<file path="config.mk">
export PLATFORM = sky130hd
export DESIGN_NAME = cobra_seq_core
export DESIGN_NICKNAME = d
export VERILOG_FILES = /design/src/rtl/cobra_seq_core.sv
export SDC_FILE = /design/constraint.sdc
export NUM_CORES = 2
export LEC_CHECK = 0
export CORE_ASPECT_RATIO = 1.25
export CORE_MARGIN = 1
export CORE_UTILIZATION = 60
export CTS_CLUSTER_SIZE = 40
export DETAILED_ROUTE_END_ITERATION = 12
export GPL_ROUTABILITY_DRIVEN = 0
export HOLD_SLACK_MARGIN = 0.12
export PLACE_DENSITY = 0.77
export SLEW_MARGIN = 20
export SYNTH_ARGS = -nofsm -noshare
export SYNTH_HDL_FRONTEND = slang
export SYNTH_SLANG_ARGS = --single-unit
</file>
<file path="constraint.sdc">
create_clock -name clk_i -period 43.2 [get_ports clk_i]
set_input_delay 8.64 -clock clk_i [delete_from_list [all_inputs] [get_ports clk_i]]
set_output_delay 8.64 -clock clk_i [all_outputs]
set_load 0.02 [all_outputs]
</file>
<file path="src/rtl/cobra_seq_core.sv">
// cobra_seq_core: multi-cycle instruction sequencer.
// Fetches 32-bit instructions over a req/ack port, executes them against a
// 32-entry register file (R0 hardwired to zero) and an external combinational
// ALU. Supports a blocking switch-input handshake and a HALT instruction.
// Optional feature macro: COBRA_RETIRE_CNT_EN adds retired_o, a free-running
// count of committed instructions (stalls and HALT are not counted).
module cobra_seq_core #(
    parameter int DATA_W  = 32,
    parameter int PC_W    = 10,
    parameter int OUT_REG = 1
) (
    input  logic              clk_i,
    input  logic              reset_i,
    output logic              imem_req_o,
    output logic [PC_W-1:0]   imem_addr_o,
    input  logic              imem_ack_i,
    input  logic [31:0]       imem_rdata_i,
    output logic [4:0]        alu_op_o,
    output logic [DATA_W-1:0] alu_a_o,
    output logic [DATA_W-1:0] alu_b_o,
    input  logic [DATA_W-1:0] alu_res_i,
    input  logic              alu_flag_i,
    input  logic [15:0]       in_data_i,
    input  logic              in_valid_i,
    output logic              in_ready_o,
    output logic [DATA_W-1:0] out_o,
    output logic              halted_o
`ifdef COBRA_RETIRE_CNT_EN
    ,
    output logic [31:0]       retired_o
`endif
);

    typedef enum logic [1:0] {
        S_BOOT  = 2'd0,
        S_FETCH = 2'd1,
        S_EXEC  = 2'd2,
        S_HALT  = 2'd3
    } state_t;

    state_t            state_q, state_d;
    logic [PC_W-1:0]   pc_q, pc_d;
    logic [31:0]       ir_q, ir_d;
    logic [DATA_W-1:0] rf_q [32];
    logic [DATA_W-1:0] rf_d [32];

    // Instruction fields, always decoded from the latched IR
    logic       f_b, f_c;
    logic [1:0] f_ws;
    logic [4:0] f_op, f_ra1, f_ra2, f_wa;
    logic [7:0] f_const;

    assign f_b     = ir_q[31];
    assign f_c     = ir_q[30];
    assign f_ws    = ir_q[29:28];
    assign f_op    = ir_q[27:23];
    assign f_ra1   = ir_q[22:18];
    assign f_ra2   = ir_q[17:13];
    assign f_const = ir_q[12:5];
    assign f_wa    = ir_q[4:0];

    logic [DATA_W-1:0] rd1, rd2, const_data, in_data_ext, wdata;
    logic [PC_W-1:0]   const_pc;
    logic              take;
    logic              commit;

    // R0 reads as zero regardless of storage contents
    assign rd1 = (f_ra1 == 5'd0) ? '0 : rf_q[f_ra1];
    assign rd2 = (f_ra2 == 5'd0) ? '0 : rf_q[f_ra2];

    assign const_data  = DATA_W'($signed(f_const));
    assign in_data_ext = DATA_W'($signed(in_data_i));
    assign const_pc    = PC_W'($signed(f_const));
    assign take        = f_b | (f_c & alu_flag_i);

    assign imem_addr_o = pc_q;
    assign alu_op_o    = f_op;
    assign alu_a_o     = rd1;
    assign alu_b_o     = rd2;
    assign out_o       = rf_q[OUT_REG];
    assign halted_o    = (state_q == S_HALT);

    // Write-back data select by write source
    always_comb begin
        wdata = alu_res_i;
        case (f_ws)
            2'b01:   wdata = const_data;
            2'b10:   wdata = in_data_ext;
            default: wdata = alu_res_i;
        endcase
    end

    // Next-state, fetch handshake, commit of RF write and PC update
    always_comb begin
        state_d    = state_q;
        pc_d       = pc_q;
        ir_d       = ir_q;
        rf_d       = rf_q;
        imem_req_o = 1'b0;
        in_ready_o = 1'b0;
        commit     = 1'b0;
        case (state_q)
            S_BOOT: state_d = S_FETCH;
            S_FETCH: begin
                imem_req_o = 1'b1;
                if (imem_ack_i) begin
                    ir_d    = imem_rdata_i;
                    state_d = S_EXEC;
                end
            end
            S_EXEC: begin
                if (f_b && f_c) begin
                    state_d = S_HALT;
                end else if (f_ws == 2'b10 && !in_valid_i) begin
                    state_d = S_EXEC;  // wait for the switch input
                end else begin
                    commit     = 1'b1;
                    in_ready_o = (f_ws == 2'b10);
                end
            end
            default: state_d = S_HALT;  // only reset leaves HALT
        endcase
        if (commit) begin
            if (f_ws != 2'b00 && f_wa != 5'd0)
                rf_d[f_wa] = wdata;
            pc_d    = take ? (pc_q + const_pc) : (pc_q + PC_W'(1));
            state_d = S_FETCH;
        end
    end

    // Architectural state registers
    always_ff @(posedge clk_i or posedge reset_i) begin
        if (reset_i) begin
            state_q <= S_BOOT;
            pc_q    <= '0;
            ir_q    <= '0;
            for (int i = 0; i < 32; i++)
                rf_q[i] <= '0;
        end else begin
            state_q <= state_d;
            pc_q    <= pc_d;
            ir_q    <= ir_d;
            for (int i = 0; i < 32; i++)
                rf_q[i] <= rf_d[i];
        end
    end

`ifdef COBRA_RETIRE_CNT_EN
    logic [31:0] retired_q, retired_d;

    assign retired_o = retired_q;

    // Count committed instructions, wrapping at 2^32
    always_comb begin
        retired_d = retired_q;
        if (commit)
            retired_d = retired_q + 32'd1;
    end

    // Retire counter register
    always_ff @(posedge clk_i or posedge reset_i) begin
        if (reset_i)
            retired_q <= '0;
        else
            retired_q <= retired_d;
    end
`endif

endmodule

</file>
==> metrics <==
status completed; final critical-path required period ~19 ns; Least-Margin Pin Slew between 1 and 1.5 ns; Setup Fix Bufs, Post-CTS 0; Num CTS Buffers 103; Lkg Pwr approximately 26 nW; VDD IR max 0.00005821 V; TritonRoute pass-1 iters 5; critical path class in -> out; Skew-Pair Late Insertion Delay 0.69 ns; clock sink total 1,068; most frequent cells in the layout 1,058 x dfrtp_1, 787 x nand2_1, 576 x mux4_2; Worst setup SP type primary input; CTS tree done; root buf cell clkbuf_16; final setup vio count 0; WP data required 34.56 ns; Netlist cell types between 50 and 60; Max Root-Sink Buffers 3; Internal about 2.4 mW; layout cells sized above 1 0.2624; final count of pins violating max slew 0; via/cell ratio 6.938; port bufs 198; Fmax between 0.05 and 0.06 GHz; clock-pin slew on the worst setup and hold paths 0.06 ns; Core ar. approximately 0.092 mm^2; global-route wire length before repair 250.9 mm; initial antenna violation count 6; syn nets 4,749; final clock skew 0.02401 ns; part of the power in registers 0.334; Max-Cap Viols 0; Hold WC Path Type reg -> reg; post-place instance area 0.05781 mm^2; Post-synth EDFFs 0; H-tree depth 3; Yosys reg bits 1,068; final net count 4,609; CP Data Arrival Time slightly below 10 ns; Avg Inst Size Synth 12.04 um^2; die height 343.6 um; sequential area share after synthesis 0.4771; FP Rows about 120; total number of vias around 40,000; Yosys top cell by area dfrtp_1; logic gate share of total power 0.434; critical path fanouts, max 2; ANT nets after route 0; CTS Hold Bufs 0; Fin. Hold Viols 0; area grow syn2layout 9.465%; die area 0.09460 mm^2; initial core utilization 0.6089; largest net degree at the start of global routing 176; Synth warnings 0; cts repair resizes 0; Slew HR 0.1960; top post-synthesis cells by area dfrtp_1 48%, mux4_2 23%, nand2_1 5.3%; gr usage total 0.3595; Routed Wire Length 164.7 mm; commonest non-fill, non-tap cell in the layout dfrtp_1; area share of the largest cell type after synthesis 0.4771; post-route cell area just over 0.06 mm^2; vias in the first global route between 40,000 and 50,000; synthesized area 0.05602 mm^2; switching power 1.685 mW; Post-route DRC 0; # IOs 199; ys async rst share 1.000; width of the die 275.3 um; period utilisation layout 0.4293; DR iter-0 viols 4,805; top_reg_cell synth dfrtp_1; Worst setup EP type output port; RSZ-0062 raised after global routing no; Overflow after GRT 0; Net Sw Frac 0.4164; post-synthesis cell count between 4,000 and 5,000; Clk pwr share 0.232; hpwl dp between 90 and 100 mm; setup TNS 0 ns; Power Dens Cells 65.99 mW/mm^2; routed length per instance 28.43 um
==> power by group through the flow <==
stage	clock, mW	combinational, mW	sequential (mW)
2_1_floorplan	0	1.24	1.25
3_3_place_gp	0	1.69	1.36
3_5_place_dp	0	1.71	1.37
4_1_cts	0.942	1.72	1.35
5_1_grt	0.980	1.85	1.37
6_report	0.939	1.75	1.35
==> synthesized netlist by cell type (17+ instances only) <==
cell type  number
buf_2         126
a21oi_1       166
o21ai_2        44
nand2_1       787
o21ai_1       162
mux2_2        262
buf_1          17
clkbuf_1      288
a21o_1         18
o22ai_1        64
buf_4          51
dfrtp_1      1068
nor3_1         64
mux4_2        576
o21ai_0       568
buf_6          52
nor2b_1        78
nor2_1        144
==> area by class of cell <==
type	count	area (um^2)
well taps	1197	1498
repair buffers	289	2768
inverters	12	52.55
diodes	4	10.01
clock buffers	152	3023
multi-input cells	3037	26770
fillers	6499	30680
flip-flops and latches	1068	26760
clock inverters	34	447.9
==> registers in the layout, indices dropped and copies added, names as in the netlist <==
register     flops
rf_q           992
imem_addr_o     10
state_q          2
ir_q            32
out_o           32
==> logic make-up after synthesis <==
kind of cell,synth area share
buf+inv,0.04978
mux,0.2852
fa+ha+maj,0.003037
flops,0.4771
compound gates,0.09925
simple gates,0.08503
xor+xnor,0.0006255
==> metrics by stage <==
step	instances	utilization	hold slack, ns	worst slack (ns)	total power, mW
2_1_floorplan	4651	-	0.4413	4.496	2.490
6_report	5793	0.6665	0.3962	24.65	4.047
5_1_grt	5793	0.6665	0.4058	24.62	4.203
3_3_place_gp	5602	0.6283	0.3763	24.65	3.046
4_1_cts	5788	0.6661	0.3967	24.66	4.021
3_5_place_dp	5602	0.6283	0.3829	24.66	3.084
==> metal layers <==
| layer | part of all wire | global-route usage |
|---|---|---|
| met1 | 0.37 | 0.4804 |
| met2 | 0.47 | 0.5568 |
| met5 | 0.00014 | 0 |
| met4 | 0.055 | 0.1855 |
| met3 | 0.10 | 0.08286 |
==> critical path, stage by stage <==
cell and delay, ns:
clkdlybuf4s50_1 0.48, and3_1 0.18, clkdlybuf4s50_1 0.61
==> path summary, 6_finish.rpt <==
kind,start,endpoint,slack [ns],cells past startpoint
max in group asynchronous,reset_i,rf_q[599]$_DFFE_PP0P_,31.48,5
hold reg to reg,rf_q[1022]$_DFFE_PP0P_,rf_q[1022]$_DFFE_PP0P_,0.40,0
setup / recovery,in_valid_i,in_ready_o,24.65,3
min in group asynchronous,reset_i,out_o[11]$_DFFE_PP0P_,8.54,2
setup reg to reg,ir_q[28]$_DFFE_PP0P_,rf_q[905]$_DFFE_PP0P_,39.37,8
hold / removal,rf_q[1022]$_DFFE_PP0P_,rf_q[1022]$_DFFE_PP0P_,0.40,0
No activity file was read; power rests on OpenSTA's default activity.
